### config.mk
export PLATFORM = sky130hd
export DESIGN_NAME = stage1_window
export DESIGN_NICKNAME = d
export VERILOG_FILES = /design/src/rtl/stage1_window.sv
export SDC_FILE = /design/constraint.sdc
export NUM_CORES = 1
export LEC_CHECK = 0
export CAP_MARGIN = 20
export CORE_MARGIN = 4
export CORE_UTILIZATION = 50
export DETAILED_ROUTE_END_ITERATION = 12
export GPL_TIMING_DRIVEN = 0
export PLACE_DENSITY = 0.64
export SYNTH_ARGS = -nofsm -noshare
export SYNTH_HDL_FRONTEND = slang
export SYNTH_HIERARCHICAL = 1
export SYNTH_SLANG_ARGS = --single-unit
### constraint.sdc
create_clock -name clk -period 10.29 [get_ports clk]
set_input_delay 2.5725 -clock clk [delete_from_list [all_inputs] [get_ports clk]]
set_output_delay 2.5725 -clock clk [all_outputs]
set_load 0.02 [all_outputs]
### src/rtl/stage1_window.sv
// 3x3 window front stage: two line buffers, a shifting window, and the absolute
// differences of every tap against the centre. Optional `sof` port under STAGE1_SOF_EN.

module stage1_absdiff (
  input  logic [7:0] a_i,
  input  logic [7:0] b_i,
  output logic [7:0] d_o
);
  logic [8:0] sub;

  // Only the low byte is needed after negation; |a-b| never exceeds 255.
  assign sub = {1'b0, a_i} - {1'b0, b_i};
  assign d_o = sub[8] ? (~sub[7:0] + 8'd1) : sub[7:0];
endmodule

module stage1_window #(
  parameter int IMG_WIDTH  = 64,
  parameter int IMG_HEIGHT = 64
) (
  input  logic       clk,
  input  logic       rst,
  input  logic [7:0] pix_in,
  input  logic       pix_valid,
`ifdef STAGE1_SOF_EN
  input  logic       sof,
`endif
  output logic [7:0] p1,
  output logic [7:0] p2,
  output logic [7:0] p3,
  output logic [7:0] p4,
  output logic [7:0] p5,
  output logic [7:0] p6,
  output logic [7:0] p7,
  output logic [7:0] p8,
  output logic [7:0] p9,
  output logic [7:0] c1,
  output logic [7:0] c2,
  output logic [7:0] c3,
  output logic [7:0] c4,
  output logic [7:0] c5,
  output logic [7:0] c6,
  output logic [7:0] c7,
  output logic [7:0] c8,
  output logic [7:0] c9,
  output logic       win_valid
);
  localparam int CW = $clog2(IMG_WIDTH);
  localparam int RW = $clog2(IMG_HEIGHT);

  logic          sof_hit;
  logic [CW-1:0] col_q, col_d, col_cur;
  logic [RW-1:0] row_q, row_d, row_cur;
  logic [7:0]    lb0_q [IMG_WIDTH];
  logic [7:0]    lb1_q [IMG_WIDTH];
  logic [7:0]    lb0_rd, lb1_rd;
  logic [2:0][2:0][7:0] win_q, win_d;
  logic [8:0][7:0] diff, c_q;
  logic          valid_q, valid_d;

`ifdef STAGE1_SOF_EN
  assign sof_hit = pix_valid & sof;
`else
  assign sof_hit = 1'b0;
`endif

  // An accepted sof pixel is taken as (0,0) regardless of the counters.
  assign col_cur = sof_hit ? '0 : col_q;
  assign row_cur = sof_hit ? '0 : row_q;

  always_comb begin
    col_d = col_q;
    row_d = row_q;
    if (pix_valid) begin
      if (col_cur == CW'(IMG_WIDTH - 1)) begin
        col_d = '0;
        row_d = (row_cur == RW'(IMG_HEIGHT - 1)) ? '0 : row_cur + RW'(1);
      end else begin
        col_d = col_cur + CW'(1);
        row_d = row_cur;
      end
    end
  end

  always_ff @(posedge clk) begin
    if (!rst) begin
      col_q <= '0;
      row_q <= '0;
    end else begin
      col_q <= col_d;
      row_q <= row_d;
    end
  end

  // Line buffers carry no reset; stale lines are masked by the row gating.
  assign lb0_rd = lb0_q[col_cur];
  assign lb1_rd = lb1_q[col_cur];

  always_ff @(posedge clk) begin
    if (rst && pix_valid) begin
      lb1_q[col_cur] <= lb0_q[col_cur];
      lb0_q[col_cur] <= pix_in;
    end
  end

  always_comb begin
    win_d = win_q;
    if (pix_valid) begin
      for (int r = 0; r < 3; r++) begin
        win_d[r][0] = win_q[r][1];
        win_d[r][1] = win_q[r][2];
      end
      win_d[0][2] = lb1_rd;
      win_d[1][2] = lb0_rd;
      win_d[2][2] = pix_in;
    end
  end

  assign valid_d = pix_valid && (row_cur >= RW'(2)) && (col_cur >= CW'(2));

  for (genvar i = 0; i < 9; i++) begin : g_diff
    stage1_absdiff u_ad (
      .a_i (win_d[i/3][i%3]),
      .b_i (win_d[1][1]),
      .d_o (diff[i])
    );
  end

  always_ff @(posedge clk) begin
    if (!rst) begin
      win_q   <= '0;
      c_q     <= '0;
      valid_q <= 1'b0;
    end else begin
      win_q   <= win_d;
      valid_q <= valid_d;
      if (pix_valid) c_q <= diff;
    end
  end

  assign p1 = win_q[0][0];
  assign p2 = win_q[0][1];
  assign p3 = win_q[0][2];
  assign p4 = win_q[1][0];
  assign p5 = win_q[1][1];
  assign p6 = win_q[1][2];
  assign p7 = win_q[2][0];
  assign p8 = win_q[2][1];
  assign p9 = win_q[2][2];
  assign c1 = c_q[0];
  assign c2 = c_q[1];
  assign c3 = c_q[2];
  assign c4 = c_q[3];
  assign c5 = c_q[4];
  assign c6 = c_q[5];
  assign c7 = c_q[6];
  assign c8 = c_q[7];
  assign c9 = c_q[8];
  assign win_valid = valid_q;
endmodule

# After elaboration in Yosys (flattened, before gate mapping)
# Memories as Yosys holds them, arrays and structs flattened. A register that Yosys moved wholly into a read port is not among the register bits.
# Cells that the tools add are included.
# classes
n_addsub,20
order_cmp,2
eq_ne,2
muxes,18
n_bitwise,9
n_reduce_logical,4
# op_table
operator,count
subtractor 8 x 8 -> 9 bit,9
adder 8 x 1 -> 8 bit (second input constant),9
two-way mux 72 bit,1
two-way mux 8 bit,9
inverter 8 bit,9
two-way mux 6 bit,6
adder 6 x 1 -> 6 bit (second input constant),2
equality test 6 bit (second input constant),2
>= comparator 6 x 2 -> 1 bit (second input constant),2
logical AND 1 bit,3
two-way mux 1 bit,2
AND reduction 2 bit,1
# totals
regBits,157
ramBits,1024
out_inout_bits,145
mem_count,2
# mem_list
name,depth,word_bits,read_ports,rd_clocked_by_memory_dff,wr,line,source
lb0_q,64,8,1,1,1,53,logic [7:0] lb0_q [IMG_WIDTH];
lb1_q,64,8,1,1,1,54,logic [7:0] lb1_q [IMG_WIDTH];

# Logic depth before layout (Yosys ltp)
# Gate-level depths: netlist of run 1.
# depth
depth_word,5
depth_mapped,22
depth_no_buf,17

# Modules after synthesis
# Netlist of run 1, hierarchy kept.
# modules_own_cells
mod,instances,cells_per_inst,area_each_um2
stage1_window,1,2476,46050.4
stage1_absdiff,9,67,474.2

# Worst setup path before layout of run 1
# No wires, ideal clock.
# synth_path
path_kind,input port to flip-flop
from,in pix_valid
to,reg c_q (netlist bit c5[1])
arrival_time_ns,5.469
required_ns,10.173
slack_ns,4.705
path_stages,14
n_path_buf,2
path_cell_list,clkbuf_1 > clkbuf_1 > mux2_2 > inv_1 > ha_1 > inv_1 > fa_1 > a211oi_2 > o21ai_1 > a21o_1 > a21o_1 > mux2_2 > mux2i_1 > nor2b_1
# synth_rtl
element,line,source
start: declaration,23,"input logic pix_valid,"
end signal: assignment,136,if (pix_valid) c_q <= diff;
end: declaration,57,"logic [8:0][7:0] diff, c_q;"

==> impl_results.md, run 1 <==
- Post-synthesis cell type count: between 50 and 60
- Crit path buffers/inverters: 4
- Worst vdd ir: ~140 uV
- Post-synth EDFFs: a little over 1000
- Initial Utilization: 50.3%
- CTS Buf Count: roughly 120
- Width of the die: approximately 330 um
- Initial antenna violation count: 7
- Largest stage delay on the critical path: about 700 ps
- Mapped Area: 0.0503 sq mm
- Chip height: approximately 330 um
- Worst slew margin relative to its limit: between 20% and 30%
- Via count: approximately 29000
- # rows: between 100 and 150
- CP Cell Sequence: clkbuf_1 > clkbuf_1 > nand2_1 > a31oi_1 > o211a_1 > nor3_1 > inv_1 > ha_1 > inv_1 > fa_1 > a211oi_2 > o21bai_1 > a21oi_1 > xor2_1 > a31oi_1 > xnor2_1 > mux2i_1 > nor2b_1
- Max-Cap Viols: 0
- HPWL Detailed: between 90 and 100 mm
- Final Hold Fails: 0
- Worst Skew: between 20 and 25 ps
- Largest registers: lb0_q: 512 flops, lb1_q: 512 flops
- TritonCTS clock tree: done
- Hold Crit Depth: 2
- Status: complete, no violations
- Leakage: about 20 nW
- Tcrit/Tclk final: 65.0%
- RSZ-0062 raised after global routing: false
- WL final: around 140 mm
- Layout Nets: roughly 3500
- # IOs: 156
- First DRT Iteration DRCs: around 3400
- ANT nets after route: 0
- WP data required: approximately 11000 ps
- Slew at the pin closest to its max-slew limit: roughly 1100 ps
- Slew Limit Fails: 0
- Most frequent cells in the layout: edfxtp_1, mux2i_1, mux4_2, dfxtp_1, clkdlybuf4s50_1
- First-pass GRT wire length: about 200 mm
- Multi-input logic area: around 0.015 sq mm
- Post-synthesis sequential area ratio: approximately two thirds
- Final Setup Violations: 0
- Htree depth: 3
- Critical Path AT: ~7300 ps
- Fillers: about 7500
- Main synth FF type: edfxtp_1
- Crit-path max FO: 10
- Core Area: 0.100 sq mm
- Layout cell share with drive strength beyond 1: 18.4%
- Clk_lat worst skew: 710 ps
- Tightest Hold Check Type: flop to flop
- Power Total: about 0.011 W
- Post-CTS Repair Setup Buffers: 0
- Synth Register Bits: 1187
- Clk sink count: 1187
- Crit path depth: 18
- Area grow syn2layout: 16.2%
- Worst path slowest cell: clkbuf_1
- Share of flip-flops with an asynchronous set or reset: 0%
- CTS clk-pin slew, worst paths: roughly 60 ps
- Via/cell ratio: 6.02
- Number of buffers added on ports: between 150 and 200
- Syn Nets: ~3200
- GPL Wtd Cong: between 0.9 and 1
- CP startpoint kind: primary input
- Worst Reg-to-Reg Cells: 17
- Syn_area_per_cell: around 16 sq um
- Post-CTS Resized: 0
- Largest net degree at the start of global routing: 66
- Die Area: about 0.11 sq mm
- Clk root buf: clkbuf_16
- Register area: approximately 0.034 sq mm
- Warnings, synthesis: 6
- Commonest non-fill, non-tap cell in the layout: edfxtp_1
- DR pass1 iterations: 6
- CP Class: primary input to flop
- Worst Setup End Kind: flop
- Cell area power density: 194 mW/mm^2
- Mapped Cells: ~3000
- Drt wl/cell: ~29 um
- Global-route usage over all layers: between 20% and 30%
- # DRC: 0
- Clk buf depth: 3
- Gr ovfl total: 0
- Fmax: 149 MHz
- Tmin final: 6690 ps
- Post-CTS Hold Buffers: 0
- Setup TNS: 0 ps
- Number of global-route vias before repair: a little under 30000
- CP delay by family, top: buffers and inverters
[worst paths after layout]
kind | from | to | slack [ps]
setup / recovery | pix_valid | c3[7] | 3600
hold / removal | c3[7] | c3[7] | 510
setup reg to reg | flop | c3[7] | 4860
hold reg to reg | c3[7] | c3[7] | 510
[worst min-delay path, stage by stage, from the launching register on]
cell     delay [ps]
dfxtp_1         320
mux2i_1          60
nor2b_1          90
[routing by layer]
metal | GRT usage (%) | vias to the layer above | share of wire, %
met3 | 5.12 | 231 | 8.6
met5 | 0 | - | 0.012
met2 | 42.7 | 1338 | 48
li1 | - | 12600 | -
met4 | 8.64 | 2 | 3.2
met1 | 35.1 | 14900 | 40
[area by class of cell]
cell class                 count  share of cell area, %
sequential                  1187                   58.2
multi-input combinational   1634                   26.1
clock buffer                 152                   5.33
timing repair buffer         223                   4.56
tap                         1298                   2.78
buffer                       138                   1.29
clock inverter                63                  0.935
inverter                     120                  0.771
antenna                        4                 0.0171
[where the power goes]
part	leakage (nW)	total [W]	internal, W	switching, W
clock network	1.77	0.00411	0.00231	0.00181
registers	10.6	0.00545	0.00538	0.0000670
logic	7.32	0.00179	0.000752	0.00104
[cell families (layout without fill, tap and decap cells)]
family / Yosys count / count (layout) / synth area share (%)
other: 0 / 4 / 0
DFF: 1187 / 1187 / 67.6
AOI/OAI and AO/OA: 348 / 348 / 4.80
and+or+nand+nor: 553 / 553 / 5.63
buffers and inverters: 258 / 696 / 2.39
muxes: 530 / 530 / 15.2
xor gates and xnor gates: 109 / 109 / 1.90
adders and majority gates: 94 / 94 / 2.47
[per-stage QoR]
stage / hold slack, ps / instance area, sq um / instances / utilization, % / setup WS (ps)
6_report: 515 / 58400 / 4819 / 58.4 / 3600
3_5_place_dp: 504 / 54800 / 4599 / 54.8 / 2970
5_1_grt: 541 / 58400 / 4815 / 58.4 / 3290
2_1_floorplan: 502 / 50300 / 3079 / - / 4700
4_1_cts: 517 / 58400 / 4814 / 58.4 / 3700
3_3_place_gp: 498 / 53500 / 4530 / 53.5 / 2430
[Yosys cell counts, types with 27 or more instances]
master,count,area share [%]
a22oi_1,77,1.1
mux4_2,181,8.1
nor2_1,200,1.5
ha_1,85,2.1
clkbuf_1,63,0.47
nor2b_1,92,1.1
nand3_1,29,0.29
and2_1,62,0.77
o21a_1,27,0.40
a31oi_1,40,0.50
mux2_2,65,1.5
xnor2_1,86,1.5
dfxtp_1,163,6.5
a21oi_1,60,0.60
inv_1,118,0.88
buf_2,29,0.29
edfxtp_1,1024,61
nand2_1,73,0.54
mux2i_1,284,5.6
Power figures use the tool's default switching activity.
==> run 2: changes to the inputs <==
--- a/config.mk
+++ b/config.mk
@@ -10,7 +10,7 @@
 export CORE_UTILIZATION = 50
 export DETAILED_ROUTE_END_ITERATION = 12
 export GPL_TIMING_DRIVEN = 0
-export PLACE_DENSITY = 0.64
+export PLACE_DENSITY = 0.67
 export SYNTH_ARGS = -nofsm -noshare
 export SYNTH_HDL_FRONTEND = slang
 export SYNTH_HIERARCHICAL = 1
==> constraint.sdc (replaced) <==
create_clock -name clk -period 5.8 [get_ports clk]
set_input_delay 1.45 -clock clk [delete_from_list [all_inputs] [get_ports clk]]
set_output_delay 1.45 -clock clk [all_outputs]
set_load 0.02 [all_outputs]
==> run 2 against run 1 <==
Against the previous run: final cell count about the same; register-to-register slack got worse by 4400 ps; sequential power increased by 77%; count of clock-buffer cells in the layout decreased by 8; cell area up 0.44%; largest power group unchanged.
==> impl_results.md, run 2 (same netlist as run 1, synthesis figures left out) <==
- Width of the die: 325 um (unchanged)
- Die Area: 0.106 sq mm (unchanged)
- Clk sink count: 1187 (unchanged)
- CTS Buf Count: 116 (-0.85%)
- CP delay by family, top: compound AO/OA/AOI/OAI gates
- RSZ-0062 raised after global routing: false
- Via count: 29100 (+0.20%)
- Via/cell ratio: 6.03 (+0.22%)
- Slew Limit Fails: 0 (unchanged)
- ANT nets after route: 0 (unchanged)
- Cell area power density: 349 mW/mm^2 (+80%)
- Drt wl/cell: 28.4 um (-1.6%)
- Number of buffers added on ports: 153 (unchanged)
- Post-CTS Resized: 0 (unchanged)
- CP Cell Sequence: buf_1 > nor2b_1 > and3_1 > a2111oi_0 > nor3_1 > inv_1 > ha_1 > inv_1 > fa_1 > a211oi_2 > o21ai_1 > a21o_1 > a21o_1 > nor2b_1 > xnor2_1 > mux2i_1 > nor2b_1
- Most frequent cells in the layout: edfxtp_1, mux2i_1, mux4_2, dfxtp_1, clkdlybuf4s50_1
- HPWL Detailed: 97.0 mm (-1.1%)
- Fillers: 7350 (-1.9%)
- Power Total: 0.0205 W (+81%)
- Largest net degree at the start of global routing: 66 (unchanged)
- Clk buf depth: 3 (unchanged)
- CP startpoint kind: flop
- CTS clk-pin slew, worst paths: 60 ps (about the same)
- Layout Nets: 3526 (unchanged)
- Core Area: 0.100 sq mm (unchanged)
- Min-delay src: c1[7]
- WL final: 137 mm (-1.6%)
- Chip height: 325 um (unchanged)
- Worst path slowest cell: a2111oi_0
- Final Setup Violations: 0 (unchanged)
- Leakage: 19.8 nW (+0.66%)
- # rows: 116 (unchanged)
- # DRC: 0 (unchanged)
- Largest registers: lb0_q: 512 flops, lb1_q: 512 flops
- WP data required: 6430 ps (-4490 ps)
- Clk_lat worst skew: 730 ps (+20 ps)
- Tightest Hold Check Type: flop to flop
- Worst Hold Slack: 514 ps (-1.14 ps)
- Crit path buffers/inverters: 3 (-1)
- Worst vdd ir: 267 uV (+85%)
- CP Class: flop to flop
- Slew at the pin closest to its max-slew limit: 1060 ps (-53.5 ps)
- Post-CTS Hold Buffers: 0 (unchanged)
- Gr ovfl total: 0 (unchanged)
- Tcrit/Tclk final: between 90% and 100%
- Largest stage delay on the critical path: 920 ps (+220 ps)
- Commonest non-fill, non-tap cell in the layout: edfxtp_1
- Multi-input logic area: 0.0153 sq mm (about the same)
- Max-Cap Viols: 0 (unchanged)
- Clk root buf: clkbuf_16
- Htree depth: 3 (unchanged)
- First DRT Iteration DRCs: 3355 (-2.6%)
- Tmin final: 5350 ps
- Initial antenna violation count: 4 (-3)
- Number of global-route vias before repair: 29200 (+0.53%)
- Pre-CTS setup slack: -80.0 ps (-3050 ps)
- Area grow syn2layout: 16.7%
- Final Hold Fails: 0 (unchanged)
- Inserted Diodes: 0 (-4)
- Post-CTS Repair Setup Buffers: 0 (unchanged)
- First-pass GRT wire length: 199 mm (-0.69%)
- TritonCTS clock tree: done
- GPL Wtd Cong: 0.911 (-4.3%)
- Setup TNS: 0 ps (unchanged)
- Fin util: 58.7% (+0.26 points)
- Status: complete, no violations
- Critical Path AT: 5990 ps (-1330 ps)
- Initial Utilization: 50.3% (unchanged)
- DR pass1 iterations: 6 (unchanged)
- Global-route usage over all layers: 25.6% (-0.39 points)
- Register area: 0.0340 sq mm (unchanged)
- Final WS setup: 448 ps (-3150 ps)
- Fmax: around 190 MHz
- Layout cell share with drive strength beyond 1: 18.9% (+0.50 points)
- Worst Skew: 38.5 ps (+15.3 ps)
- Worst Setup End Kind: flop
- Most frequent cell on the critical path: nor2b_1
- Worst slew margin relative to its limit: 27.6% (+1.7 points)
- # IOs: 156 (unchanged)
- Crit-path max FO: 10 (unchanged)
[run 2: metrics by stage]
step	area, sq um	cells
3_5_place_dp	54800	4601
6_report	58700	4818
3_3_place_gp	53500	4530
5_1_grt	58700	4818
2_1_floorplan	50300	3079
4_1_cts	58700	4818
[run 2: report_power, final]
part,switching [W],total [W],internal [W]
Sequential,0.000113,0.00966,0.00955
Clock,0.00324,0.00768,0.00444
Combinational,0.00184,0.00318,0.00134
Total,0.00519,0.0205,0.0153
[run 2: final cells by class]
cell class                 instances  area share (%)
multi-input combinational       1634            26.0
tap                             1298            2.77
timing repair buffer             224            4.60
clock buffer                     144            5.23
buffer                           138            1.28
inverter                         120           0.767
sequential                      1187            57.9
clock inverter                    73            1.40
[run 2: final timing paths]
kind,end,slack (ps),cells after the start
max,c3[3],450,17
min,c1[7],510,2
max reg2reg,c3[3],450,17
min reg2reg,c1[7],510,2
[run 2: layer usage]
metal	share of wire [%]	track usage, %
met5	0.0080	0
met4	4.1	9.72
met3	9.0	5.28
met2	48	41.9
met1	39	34.1
[run 2: tightest hold or removal path: cells and delay by family (launching register included)]
| family | cells | cell delay (ps) |
|---|---|---|
| simple gates | 1 | 90 |
| mux | 1 | 60 |
| flops | 1 | 320 |
